File: src/rtl/rvfi_trace_buffer.sv
// RVFI retire-stream capture FIFO drained as four 32-bit words per record over a valid/ready trace port.
// Optional TRACE_ORDER_CHECK_EN adds a sticky order_err output and flags out-of-order records in HDR[23:16].
module rvfi_trace_buffer #(
  parameter int DEPTH  = 16,
  parameter int DROP_W = 16
) (
  input  logic              CLK,
  input  logic              Reset,
  input  logic              rvfi_valid,
  input  logic              rvfi_trap,
  input  logic [63:0]       rvfi_order,
  input  logic [31:0]       rvfi_pc_rdata,
  input  logic [31:0]       rvfi_insn,
  input  logic [4:0]        rvfi_rd_addr,
  input  logic [31:0]       rvfi_rd_wdata,
  input  logic [3:0]        rvfi_mem_wmask,
  input  logic [3:0]        rvfi_mem_rmask,
  output logic              tr_valid,
  input  logic              tr_ready,
  output logic [31:0]       tr_data,
  output logic              tr_last,
  output logic              full,
  output logic              empty,
`ifdef TRACE_ORDER_CHECK_EN
  output logic              order_err,
`endif
  output logic [DROP_W-1:0] drop_count
);
  localparam int AW = $clog2(DEPTH);
  localparam int CW = AW + 1;

  typedef struct packed {
    logic        err;
    logic        trap;
    logic        wflag;
    logic        rflag;
    logic [4:0]  rd;
    logic [15:0] order;
    logic [31:0] pc;
    logic [31:0] insn;
    logic [31:0] wdata;
  } rec_t;

  typedef enum logic [2:0] {S_IDLE, S_HDR, S_PC, S_INSN, S_DATA} state_t;

  // Handshake: a word transfers on any rising CLK where tr_valid && tr_ready;
  // tr_data/tr_last are held stable while tr_valid && !tr_ready.
  state_t          state;
  rec_t            mem [DEPTH];
  logic [AW-1:0]   wr_ptr, rd_ptr;
  logic [CW-1:0]   count, count_nxt;
  logic            wr_en, pop, viol;
  rec_t            in_rec, head, next_head;

  function automatic logic [31:0] hdr_word(input rec_t r);
    return {r.trap, r.wflag, r.rflag, r.rd, {7'd0, r.err}, r.order};
  endfunction

  wire unused_order_hi = &{1'b0, rvfi_order[63:16]};

`ifdef TRACE_ORDER_CHECK_EN
  logic [63:0] last_order;
  logic        have_prev;
  assign viol = have_prev && (rvfi_order != last_order + 64'd1);

  always_ff @(posedge CLK) begin
    if (Reset) begin
      last_order <= '0;
      have_prev  <= 1'b0;
      order_err  <= 1'b0;
    end else if (wr_en) begin
      last_order <= rvfi_order;
      have_prev  <= 1'b1;
      if (viol) order_err <= 1'b1;
    end
  end
`else
  assign viol = 1'b0;
`endif

  assign pop   = tr_valid && tr_ready && (state == S_DATA);
  assign wr_en = rvfi_valid && ((count < CW'(DEPTH)) || pop);
  assign head  = mem[rd_ptr];

  always_comb begin
    in_rec       = '0;
    in_rec.err   = viol;
    in_rec.trap  = rvfi_trap;
    in_rec.wflag = |rvfi_mem_wmask;
    in_rec.rflag = |rvfi_mem_rmask;
    in_rec.rd    = rvfi_rd_addr;
    in_rec.order = rvfi_order[15:0];
    in_rec.pc    = rvfi_pc_rdata;
    in_rec.insn  = rvfi_insn;
    in_rec.wdata = rvfi_rd_wdata;
  end

  always_comb begin
    count_nxt = count;
    case ({wr_en, pop})
      2'b10:   count_nxt = count + CW'(1);
      2'b01:   count_nxt = count - CW'(1);
      default: count_nxt = count;
    endcase
  end

  // A record written on the same edge as the last pop is not yet in mem, so bypass it.
  assign next_head = (count == CW'(1) && wr_en) ? in_rec : mem[rd_ptr + AW'(1)];

  always_ff @(posedge CLK) begin
    if (wr_en) mem[wr_ptr] <= in_rec;
  end

  always_ff @(posedge CLK) begin
    if (Reset) begin
      wr_ptr     <= '0;
      rd_ptr     <= '0;
      count      <= '0;
      full       <= 1'b0;
      empty      <= 1'b1;
      drop_count <= '0;
    end else begin
      if (wr_en) wr_ptr <= wr_ptr + AW'(1);
      if (pop)   rd_ptr <= rd_ptr + AW'(1);
      count <= count_nxt;
      full  <= (count_nxt == CW'(DEPTH));
      empty <= (count_nxt == '0);
      if (rvfi_valid && !wr_en && drop_count != '1)
        drop_count <= drop_count + DROP_W'(1);
    end
  end

  always_ff @(posedge CLK) begin
    if (Reset) begin
      state    <= S_IDLE;
      tr_valid <= 1'b0;
      tr_data  <= '0;
      tr_last  <= 1'b0;
    end else begin
      case (state)
        S_IDLE: if (!empty) begin
          state    <= S_HDR;
          tr_valid <= 1'b1;
          tr_data  <= hdr_word(head);
        end
        S_HDR: if (tr_ready) begin
          state   <= S_PC;
          tr_data <= head.pc;
        end
        S_PC: if (tr_ready) begin
          state   <= S_INSN;
          tr_data <= head.insn;
        end
        S_INSN: if (tr_ready) begin
          state   <= S_DATA;
          tr_data <= head.wdata;
          tr_last <= 1'b1;
        end
        S_DATA: if (tr_ready) begin
          tr_last <= 1'b0;
          if (count_nxt != '0) begin
            state   <= S_HDR;
            tr_data <= hdr_word(next_head);
          end else begin
            state    <= S_IDLE;
            tr_valid <= 1'b0;
            tr_data  <= '0;
          end
        end
        default: begin
          state    <= S_IDLE;
          tr_valid <= 1'b0;
          tr_last  <= 1'b0;
        end
      endcase
    end
  end
endmodule
File: config.mk
export PLATFORM = sky130hd
export DESIGN_NAME = rvfi_trace_buffer
export DESIGN_NICKNAME = d
export VERILOG_FILES = /design/src/rtl/rvfi_trace_buffer.sv
export SDC_FILE = /design/constraint.sdc
export NUM_CORES = 2
export LEC_CHECK = 0
export BUFFER_PORTS_ARGS = -buffer_cell sky130_fd_sc_hd__buf_2
export CAP_MARGIN = 20
export CORE_ASPECT_RATIO = 1.4
export CORE_MARGIN = 2
export CORE_UTILIZATION = 65
export DETAILED_ROUTE_END_ITERATION = 12
export PLACE_DENSITY = 0.88
export RECOVER_POWER = 25
export SYNTH_ARGS = -nofsm -noshare
export SYNTH_HDL_FRONTEND = slang
export SYNTH_SLANG_ARGS = --single-unit
File: constraint.sdc
create_clock -name CLK -period 22.7 [get_ports CLK]
set_input_delay 1.135 -clock CLK [delete_from_list [all_inputs] [get_ports CLK]]
set_output_delay 1.135 -clock CLK [all_outputs]
set_load 0.02 [all_outputs]
==> results.yml <==
run_status:
  status: "completed"
yosys:
  yosysTopAreaCellShare_pct: 72.0
  yosysTopAreaCell: "edfxtp_1"
  synth-async-reset-ratio_pct: 0
  syn-mean-instance-area_sq_um: 19.3
  netlist_area_sq_um: 80100
  syn_nets: 4338
  yosysMostFrequentCell: "edfxtp_1"
  synthCells: 4149
  synth_cell_types: 62
  yosys_register_bits: 1992
  ys.flop_type: "edfxtp_1"
  synth-edff-count: 1920
  synth_area_leaders: "edfxtp_1 (72%), mux4_2 (9.6%), mux2i_1 (7.2%), a22oi_1 (2.6%), dfxtp_1 (1.8%)"
  ys_warn_count: 0
  seq_area_frac_synth_pct: 73.8
  synth_commonest_cells: "edfxtp_1 (1,920), mux2i_1 (573), mux4_2 (342)"
floorplanning:
  fp.dieArea_sq_um: 126000
  coreArea_sq_um: 122000
  start_util_pct: 65.4
  dieHeight_um: 419
  row_count: 152
  ios: 230
  fp.dieW_um: 301
timing:
  max_freq_ghz: 0.178
  hold_viol: 0
  finalWorstSetupSlack_ps: 17100
  rsz0062_at_grt: "no"
  hold_slack_ps: 464
  fin_crit_sh_pct: 24.7
  setup_viol: 0
  fin_crit_ps: 5600
  finalSetupTns_ps: 0
  skew_ps: 41.8
  worstMarginPinSlew_ps: 1240
  slew_violations: 0
  slew_headroom_pct: 16.7
clock_tree:
  clk_pin_slew_ps: 70
  numCtsBuffers: 169
  cts_tree: "built"
  cts_root_buffer: "clkbuf_16"
  cts_resized: 0
  holdBufCountCts: 0
  post-cts-setup-buffers: 0
  clock_sinks: 1992
  htree_levels: 4
  cts_buffer_depth: 3
  clock_latency_ps: 840
placed_design:
  portBuffers: 181
  gp_congestion: 0.823
  dp_hpwl_um: 110000
  place_ws_ps: 16830
critical_path:
  cp_max_fo: 56
  critPathMaxStageDelay_ps: 1030
  critPathCaptureType: "flip-flop"
  cp_slowest_cell: "buf_4"
  cp_data_required_time_ps: 23110
  cp-start-kind: "flip-flop"
  arrival_ps: 6010
  crit_chain: "nand2_1, or3_1, a21boi_2, nand2_1, nor2_4, buf_4, buf_4"
  critical_path_class: "flip-flop to flip-flop"
power:
  combPwrFrac_pct: 3.7
  p_leak_nw: 26.1
  pwr-share-seq_pct: 56.0
  vdd_drop_max_v: 0.0000945
  power_density_nw_per_um2: 83.0
  pwr-share-clk_pct: 40.2
  switching_share_pct: 21.3
  p_int_mw: 5.78
  p_sw_mw: 1.56
layout:
  drive_gt1_share_pct: 18.8
  nNetsFinal: 4518
  syn_to_final_growth_pct: 10.4
  fill_cells: 6558
global_route:
  grt_pass1_wl_um: 306000
  gr-total-overflow: 0
  grt_max_degree: 125
  track_usage_pct: 34.2
  antenna_found_initial: 43
  grt_pass1_vias: 46000
drt:
  ant_nets: 0
  via_count: 44600
  drcViolationCount: 0
  totalWireLength_um: 214000
  drt_first_pass_iters: 6
  via_per_inst: 7.31
  drt_iter0_drc: 6951
  wl_per_cell_um: 35.1
job:
  cap_violations: 0
worst_hold_path:
  hold_path.class: "flip-flop to flip-flop"
power groups by stage:
stage / clock [mW] / combinational [mW] / sequential (mW)
after CTS: 2.96 / 0.268 / 4.11
after global placement: 0 / 0.249 / 4.18
after floorplan: 0 / 0.109 / 4.20
after global routing: 3.07 / 0.287 / 4.11
after detailed placement: 0 / 0.261 / 4.19
final: 2.95 / 0.275 / 4.11
layer usage:
| layer | wire, um | GRT usage (%) |
|---|---|---|
| met1 | 66800 | 41.1 |
| met4 | 16000 | 22.5 |
| met5 | 191 | 0 |
| met3 | 27900 | 9.44 |
| met2 | 104000 | 54.9 |
critical path: cells and delay by family (launching register included):
kind	cells	cell delay, ps
AOI/OAI and AO/OA	1	510
and+or+nand+nor	4	1920
DFF	1	750
buffers and inverters	2	1940
cell usage in the layout (no fill, tap or decap), drive strengths merged, types with 28 or more instances in the layout:
cell type  count
edfxtp      1920
mux2i        573
mux4         342
clkbuf       302
a22oi        273
buf          179
nand2        127
nand3        108
dfxtp         72
clkinv        63
o21ai         56
nor2          55
a21oi         46
a211oi        34
nor2b         31
nand2b        28
cell type report:
type,instances,area [sq um],area share (%)
sequential,1992,59100,66.9
multi-input combinational,1886,19900,22.5
clock buffer,217,4490,5.08
tap,1617,2020,2.29
timing repair buffer,264,1590,1.80
clock inverter,92,1140,1.29
antenna,25,62.6,0.0708
inverter,16,60.1,0.0679
path summary, 6_finish.rpt:
kind / startpoint / endpoint / slack [ps] / depth (start not counted)
max reg2reg: state[2] / mem[12][77] / 17100 / 7
min reg2reg: tr_data[11] / tr_data[11] / 460 / 2
min: tr_data[11] / tr_data[11] / 460 / 2
max: state[2] / mem[12][77] / 17100 / 7
cells by family (layout without fill, tap and decap cells):
logic type / count (synthesis) / in the layout / synth area share (%)
compound gates: 477 / 477 / 4.43
xor+xnor: 22 / 22 / 0.241
fa+ha+maj: 11 / 11 / 0.172
buf+inv: 271 / 589 / 1.64
flops: 1992 / 1992 / 73.8
mux: 916 / 916 / 16.8
other cells: 0 / 25 / 0
simple gates: 460 / 460 / 2.91
registers in the layout (all words and copies together) (netlist names), named ones only:
| name | count |
|---|---|
| mem | 1920 |
| tr_data | 32 |
| drop_count | 16 |
| count | 5 |
| rd_ptr | 4 |
| wr_ptr | 4 |
| state | 3 |
| empty | 1 |
| full | 1 |
| tr_last | 1 |
| tr_valid | 1 |
metrics by stage:
| step | cells | power, mW | util (%) | cell area (sq um) |
|---|---|---|---|---|
| 6_report | 6109 | 7.34 | 72.2 | 88400 |
| 5_1_grt | 6097 | 7.47 | 72.1 | 88400 |
| 4_1_cts | 6082 | 7.33 | 72.2 | 88400 |
| 3_5_place_dp | 5773 | 4.45 | 67.6 | 82800 |
| 3_3_place_gp | 5773 | 4.43 | 67.6 | 82800 |
| 2_1_floorplan | 4149 | 4.31 | - | 80100 |
No activity file was read; power rests on OpenSTA's default activity.
